**config.mk**
```make
export PLATFORM = sky130hd
export DESIGN_NAME = video_timing_gen
export DESIGN_NICKNAME = d
export VERILOG_FILES = /design/src/rtl/video_timing_pkg.sv /design/src/rtl/video_timing_gen_axis.sv /design/src/rtl/video_timing_gen.sv
export SDC_FILE = /design/constraint.sdc
export NUM_CORES = 1
export LEC_CHECK = 0
export BUFFER_PORTS_ARGS = -buffer_cell sky130_fd_sc_hd__buf_4
export CELL_PAD_IN_SITES_DETAIL_PLACEMENT = 0
export CELL_PAD_IN_SITES_GLOBAL_PLACEMENT = 1
export CORE_MARGIN = 5
export CORE_UTILIZATION = 37
export CTS_CLUSTER_SIZE = 10
export DETAILED_ROUTE_END_ITERATION = 8
export GPL_TIMING_DRIVEN = 0
export PLACE_DENSITY_LB_ADDON = 0.1
export SLEW_MARGIN = 15
export SYNTH_ARGS = -nofsm -noshare
export SYNTH_HDL_FRONTEND = slang
export SYNTH_SLANG_ARGS = --single-unit
```
**constraint.sdc**
```tcl
create_clock -name clk_sys -period 2.69 [get_ports clk_sys]
set_clock_uncertainty 0.05 [all_clocks]
set_input_delay 0.269 -clock clk_sys [delete_from_list [all_inputs] [get_ports clk_sys]]
set_output_delay 0.269 -clock clk_sys [all_outputs]
set_load 0.02 [all_outputs]
```
**src/rtl/video_timing_pkg.sv**
```systemverilog
// ---------------------------------------------------------------------------
// video_timing_pkg
// Shared definitions for the arcade raster timing generator:
//   - default geometry localparams (256x192 active, 384x263 total)
//   - sync_pol_e : polarity of the external hsync/vsync pins
//   - in_window  : tests whether a counter value lies in [start, start+len-1]
// ---------------------------------------------------------------------------
package video_timing_pkg;

    localparam int DEF_H_ACTIVE = 256;
    localparam int DEF_H_FP     = 39;
    localparam int DEF_H_SYNC   = 32;
    localparam int DEF_H_BP     = 57;
    localparam int DEF_V_ACTIVE = 192;
    localparam int DEF_V_FP     = 27;
    localparam int DEF_V_SYNC   = 8;
    localparam int DEF_V_BP     = 36;
    localparam int DEF_RGB_W    = 12;
    localparam int DEF_CW       = 9;

    typedef enum logic {
        SYNC_ACTIVE_LOW  = 1'b0,
        SYNC_ACTIVE_HIGH = 1'b1
    } sync_pol_e;

    // Signed arithmetic on int so a negative adjust shifts the window
    // earlier without any wrap-around surprises.
    function automatic logic in_window(input int cnt, input int start, input int len);
        return (cnt >= start) && (cnt < start + len);
    endfunction

endpackage

```
**src/rtl/video_timing_gen_axis.sv**
```systemverilog
// ---------------------------------------------------------------------------
// video_axis_counter
// One axis (horizontal or vertical) of the raster: a wrapping counter plus
// combinational decode of the active area and the sync window.
// Ports:
//   clk_sys  - system clock
//   reset_n  - asynchronous active-low reset
//   en       - advance the counter on this clk_sys edge
//   adj      - signed sync-position shift (two's complement, 4 bits)
//   cnt      - current count, 0 .. ACTIVE+FP+SYNC+BP-1
//   tc       - terminal count (cnt is the last value of the axis)
//   active   - cnt lies inside the active area
//   sync     - cnt lies inside the (shifted) sync window, active-high
// ---------------------------------------------------------------------------
module video_axis_counter
    import video_timing_pkg::*;
#(
    parameter int CW     = DEF_CW,
    parameter int ACTIVE = DEF_H_ACTIVE,
    parameter int FP     = DEF_H_FP,
    parameter int SYNC   = DEF_H_SYNC,
    parameter int BP     = DEF_H_BP
) (
    input  logic          clk_sys,
    input  logic          reset_n,
    input  logic          en,
    input  logic [3:0]    adj,
    output logic [CW-1:0] cnt,
    output logic          tc,
    output logic          active,
    output logic          sync
);

    localparam int            TOTAL = ACTIVE + FP + SYNC + BP;
    localparam logic [CW-1:0] LAST  = CW'(TOTAL - 1);

    always_ff @(posedge clk_sys or negedge reset_n) begin
        if (!reset_n) begin
            cnt <= '0;
        end else if (en) begin
            cnt <= tc ? '0 : cnt + 1'b1;
        end
    end

    assign tc     = (cnt == LAST);
    assign active = (int'(cnt) < ACTIVE);

    // Sync starts after the front porch, moved by the sign-extended adjust.
    assign sync = in_window(int'(cnt), ACTIVE + FP + int'($signed(adj)), SYNC);

endmodule

```
**src/rtl/video_timing_gen.sv**
```systemverilog
// ---------------------------------------------------------------------------
// video_timing_gen
// Parametrised raster timing generator for the arcade video path.
// Ports:
//   clk_sys    in  - single clock for all logic
//   reset_n    in  - asynchronous active-low reset
//   ce_pix     in  - pixel enable; state advances only when high
//   flip       in  - mirror hpos/vpos inside the active area
//   h_adj      in  - signed hsync shift in pixels (latched at frame start)
//   v_adj      in  - signed vsync shift in lines  (latched at frame start)
//   i_rgb      in  - pixel returned by the core for the current hpos/vpos
//   hpos/vpos  out - combinational pixel coordinates
//   hblank/vblank/hsync/vsync out - registered timing flags
//   o_rgb      out - registered pixel, zero during blanking
//   vblank_irq out - single clk_sys pulse when vblank rises
//   frame_cnt  out - wrapping frame counter
// ---------------------------------------------------------------------------
module video_timing_gen
    import video_timing_pkg::*;
#(
    parameter int H_ACTIVE = DEF_H_ACTIVE,
    parameter int H_FP     = DEF_H_FP,
    parameter int H_SYNC   = DEF_H_SYNC,
    parameter int H_BP     = DEF_H_BP,
    parameter int V_ACTIVE = DEF_V_ACTIVE,
    parameter int V_FP     = DEF_V_FP,
    parameter int V_SYNC   = DEF_V_SYNC,
    parameter int V_BP     = DEF_V_BP,
    parameter int RGB_W    = DEF_RGB_W,
    parameter bit SYNC_POL = 1'b0,
    parameter int CW       = DEF_CW
) (
    input  logic             clk_sys,
    input  logic             reset_n,
    input  logic             ce_pix,
    input  logic             flip,
    input  logic [3:0]       h_adj,
    input  logic [3:0]       v_adj,
    input  logic [RGB_W-1:0] i_rgb,
    output logic [CW-1:0]    hpos,
    output logic [CW-1:0]    vpos,
    output logic             hblank,
    output logic             vblank,
    output logic             hsync,
    output logic             vsync,
    output logic [RGB_W-1:0] o_rgb,
    output logic             vblank_irq,
    output logic [7:0]       frame_cnt
);

    localparam sync_pol_e     POL        = sync_pol_e'(SYNC_POL);
    localparam logic [CW-1:0] H_LAST_ACT = CW'(H_ACTIVE - 1);
    localparam logic [CW-1:0] V_LAST_ACT = CW'(V_ACTIVE - 1);

    logic [CW-1:0] hcnt;
    logic [CW-1:0] vcnt;
    logic          h_tc;
    logic          v_tc;
    logic          h_act;
    logic          v_act;
    logic          h_sync_dec;
    logic          v_sync_dec;
    logic [3:0]    ha;
    logic [3:0]    va;
    logic          hsync_int;
    logic          vsync_int;
    logic          vblank_rise;

    video_axis_counter #(
        .CW(CW), .ACTIVE(H_ACTIVE), .FP(H_FP), .SYNC(H_SYNC), .BP(H_BP)
    ) u_h_axis (
        .clk_sys (clk_sys),
        .reset_n (reset_n),
        .en      (ce_pix),
        .adj     (ha),
        .cnt     (hcnt),
        .tc      (h_tc),
        .active  (h_act),
        .sync    (h_sync_dec)
    );

    video_axis_counter #(
        .CW(CW), .ACTIVE(V_ACTIVE), .FP(V_FP), .SYNC(V_SYNC), .BP(V_BP)
    ) u_v_axis (
        .clk_sys (clk_sys),
        .reset_n (reset_n),
        .en      (ce_pix & h_tc),
        .adj     (va),
        .cnt     (vcnt),
        .tc      (v_tc),
        .active  (v_act),
        .sync    (v_sync_dec)
    );

    // Each axis mirrors independently, and only while it is inside its own
    // active range, so blanking-region coordinates stay monotonic.
    always_comb begin
        hpos = hcnt;
        vpos = vcnt;
        if (flip && h_act) hpos = H_LAST_ACT - hcnt;
        if (flip && v_act) vpos = V_LAST_ACT - vcnt;
    end

    // The vblank flag is about to go 0 -> 1 on this edge.
    assign vblank_rise = ce_pix & ~v_act & ~vblank;

    // Flags and pixel are captured from the current counters, so they lag
    // the coordinates by one pixel period. The sync adjust is taken on the
    // edge where both counters wrap, so a whole frame uses one value.
    always_ff @(posedge clk_sys or negedge reset_n) begin
        if (!reset_n) begin
            ha         <= '0;
            va         <= '0;
            hblank     <= 1'b1;
            vblank     <= 1'b1;
            hsync_int  <= 1'b0;
            vsync_int  <= 1'b0;
            o_rgb      <= '0;
            vblank_irq <= 1'b0;
            frame_cnt  <= '0;
        end else begin
            vblank_irq <= vblank_rise;
            if (ce_pix) begin
                hblank    <= ~h_act;
                vblank    <= ~v_act;
                hsync_int <= h_sync_dec;
                vsync_int <= v_sync_dec;
                o_rgb     <= (h_act && v_act) ? i_rgb : '0;
                if (vblank_rise) begin
                    frame_cnt <= frame_cnt + 8'd1;
                end
                if (h_tc && v_tc) begin
                    ha <= h_adj;
                    va <= v_adj;
                end
            end
        end
    end

    assign hsync = (POL == SYNC_ACTIVE_HIGH) ? hsync_int : ~hsync_int;
    assign vsync = (POL == SYNC_ACTIVE_HIGH) ? vsync_int : ~vsync_int;

endmodule
```
==> flow_summary.toml <==
[outcome]
outcome = "finished, final reports clean"

[logic_synthesis]
synth_area_leaders = "dfrtp_1 (41%), ha_1 (13%), xnor2_1 (7.9%)"
yosysMostFrequentCell = "dfrtp_1"
synthDistinctLibCells = 46
syn_nets = 356
synth_area_per_cell_um2 = 9.91
synthFlopType = "dfrtp_1"
synth_edf_count = 0
syn_area_mm2 = 0.00299
synth_commonest_cells = "dfrtp_1 (49), nand2_1 (35), ha_1 (30), nor2_1 (27), xnor2_1 (27)"
syn_inst = 302
synth_seq_cells = 51
synth.top_cell.area_share_pct = 41.0
synth-seq-area-share_pct = 42.7
yosysTopAreaCell = "dfrtp_1"
async_flop_share_pct = 100
yosys_warnings = 0

[detailed_routing]
drt-total-wl_um = 7140
drt_first_pass_iters = 4
viasPerCell = 4.88
drt-initial-drc-count = 59
via_count = 2346
wl_per_cell_um = 14.9
antenna_left = 0
route.detailed.drc = 0

[timing]
fin_crit_sh_pct = 93.3
worst_pin_slew_ps = 660
fmax_mhz = 399
setup_slack_ps = 181
report.final.slew_viol_count = 0
grt_setup_unrepaired = "no"
hold_ws_ps = 103
final.setup.tns_ps = 0
slew_headroom_pct = 56.0
final.min_clock_period_ps = 2510
setup-violations-final = 0
finalHoldViolCount = 0

[worst_setup_path]
rrSetupSlack_ps = 180
required_ps = 2880
cpMostUsedCell = "ha_4"
worstSetupPathType = "reg -> reg"
worst_ep_arrival_time_ps = 2700
start_kind = "flop"
endpoint_kind = "flop"
cp_max_fo = 3
reg2reg_depth = 12
worst_path_max_delay_cell = "or3b_4"
reg2reg_from = "va[0]"
crit_buf_inv = 2
worstPathCellList = "inv_2 > ha_2 > or3b_4 > ha_4 > ha_4 > inv_2 > ha_4 > a21oi_2 > a21oi_2 > a2111oi_4 > a21oi_1 > a21oi_1"
slowest_delay_ps = 420
timing.rr.end = "vsync_int"
critPathTopFamily = "adder cells"

[worst_hold_path]
hold_path.class = "in -> reg"
min_path_cells = 3
min_from = "v_adj[2]"
hold_end = "va[2]"

[die]
coreArea_mm2 = 0.00781
die_h_um = 99.9
rows = 32
io_pins = 67
initial_core_util_pct = 38.3
die_area_mm2 = 0.00998
die_x_um = 99.9

[final_layout]
register_area_mm2 = 0.00128
fin_nets = 432
nFillCells = 763
drive_gt1_share_pct = 28.5
num_antenna_cells = 0
multi_input_area_mm2 = 0.00168
area_delta_synth_final_pct = 27.6
fin_util_pct = 48.9

[placed_design]
place_ws_ps = -127
hpwlAfterDp_um = 5320
gp_congestion = 0.751
port_buffers = 66

[power_and_ir_drop]
pwr-share-clk_pct = 24.8
p_seq_share_pct = 48.6
peakVddDrop_uv = 307
swShare_pct = 32.8
finalPower_mw = 1.91
power_density_mw_per_mm2 = 500
power_frac_comb_pct = 26.6
power.leakage_nw = 1.85
p_switching_mw = 0.626
p_int_mw = 1.28

[clock_tree]
clock_sinks = 51
clk_pin_slew_ps = 100
clock_tree.buffer_depth = 2
htreeDepth = 2
numCtsBuffers = 5
cts_tree = "yes"
cts_root_buffer = "clkbuf_8"
insertion_delay_ps = 310

[global_route]
antenna_found_initial = 0
grt_max_degree = 52
grt_pass1_vias = 2341
grt_pass1_wl_um = 11700
grt_overflow_total = 0
grt_use_total_pct = 14.5

[run]
drv_cap = 0
[registers in the layout (all words and copies together) (netlist names)]
name,cells
o_rgb,12
u_h_axis.cnt,9
u_v_axis.cnt,9
frame_cnt,8
ha,4
va,4
hblank,1
hsync_int,1
vblank,1
vblank_irq,1
vsync_int,1
[worst reg2reg max path, stage by stage, from the launching register on]
cell and delay, ps:
dfrtp_1 360, inv_2 60, ha_2 190, or3b_4 420, ha_4 180, ha_4 260
inv_2 40, ha_4 150, a21oi_2 140, a21oi_2 80, a2111oi_4 310, a21oi_1 100
a21oi_1 120
[power by group through the flow]
stage / sequential, mW / clock, mW / combinational [mW]
CTS: 0.933 / 0.485 / 0.514
finish: 0.929 / 0.473 / 0.508
global route: 0.945 / 0.519 / 0.563
detailed placement: 0.947 / 0 / 0.510
global placement: 0.949 / 0 / 0.503
floorplan: 0.937 / 0 / 0.295
[cells by family (layout without fill, tap and decap cells)]
kind of cell	Yosys count	count (layout)	share of synthesized area, %
AND/OR/NAND/NOR	105	105	17.6
other	2	2	0.251
AO/OA/AOI/OAI	48	48	11.0
flip-flops	51	51	42.7
buffers and inverters	26	103	3.89
XOR/XNOR	37	37	10.8
adder cells (fa/ha/maj)	30	30	12.5
multiplexers	3	3	1.09
[layer usage]
metal	vias up	share of wire, %	global-route usage (%)	wire length (um)
met5	-	0	0	0
met4	0	1.9	4.73	133
met3	9	3.3	2.50	233
met2	42	48	23.0	3440
met1	1103	47	20.0	3340
li1	1192	-	-	-
[worst max-delay path by stage]
stage / from / endpoint / cells past startpoint / slack, ps
2_1_floorplan: va[0] / vsync_int / 12 / 90
3_3_place_gp: va[0] / vsync_int / 12 / -120
3_5_place_dp: va[0] / vsync_int / 12 / -130
4_1_cts: va[0] / vsync_int / 12 / 90
5_1_grt: va[0] / vsync_int / 12 / 20
6_report: va[0] / vsync_int / 12 / 180
[per-stage QoR]
step,area (um^2),std cells
2_1_floorplan,2990,302
3_3_place_gp,3610,470
3_5_place_dp,3610,470
4_1_cts,3730,479
5_1_grt,3820,481
6_report,3820,481
[cells in the final DEF (no fill, tap or decap), types with 2 or more instances in the layout]
| master | synthesis | routed |
|---|---|---|
| nor2b_1 | 2 | 2 |
| buf_4 | 4 | 72 |
| o21ai_0 | 13 | 12 |
| nand2b_1 | 4 | 4 |
| dfstp_2 | 2 | 2 |
| nand3_1 | 12 | 12 |
| inv_2 | 1 | 3 |
| ha_1 | 30 | 26 |
| inv_1 | 15 | 13 |
| conb_1 | 2 | 2 |
| a21oi_1 | 9 | 7 |
| clkbuf_1 | 3 | 3 |
| nand2_1 | 35 | 35 |
| clkbuf_8 | 0 | 6 |
| a31o_2 | 2 | 2 |
| nor2_1 | 27 | 27 |
| nand3b_1 | 2 | 2 |
| mux2_2 | 2 | 2 |
| nor3_1 | 2 | 2 |
| and3_1 | 2 | 2 |
| o31ai_1 | 2 | 2 |
| a21oi_2 | 0 | 2 |
| xnor2_1 | 27 | 27 |
| a22o_1 | 12 | 12 |
| dfrtp_1 | 49 | 49 |
| xor2_1 | 10 | 9 |
| nand4_1 | 7 | 7 |
| buf_2 | 3 | 3 |
| and4_1 | 2 | 2 |
| o211ai_1 | 2 | 2 |
| ha_4 | 0 | 3 |
| and3_2 | 2 | 2 |
[layout make-up]
type | count | share of cell area (%)
well taps | 102 | 3.34
repair buffers | 69 | 13.6
plain buffers | 10 | 1.48
clock buffers | 6 | 2.16
clock inverters | 2 | 0.361
inverters | 16 | 1.57
flip-flops and latches | 51 | 33.5
multi-input cells | 225 | 43.9
[what timing repair did]
item,4_1_cts,5_1_grt
resized for setup,3,13
hold buffers,1,0
pin swaps,2,5
buffers inserted,0,2
endpoints found under the setup margin,1,1
hold endpoints to repair,49,0
gates cloned,0,0
(Power assumes the default switching activity.)
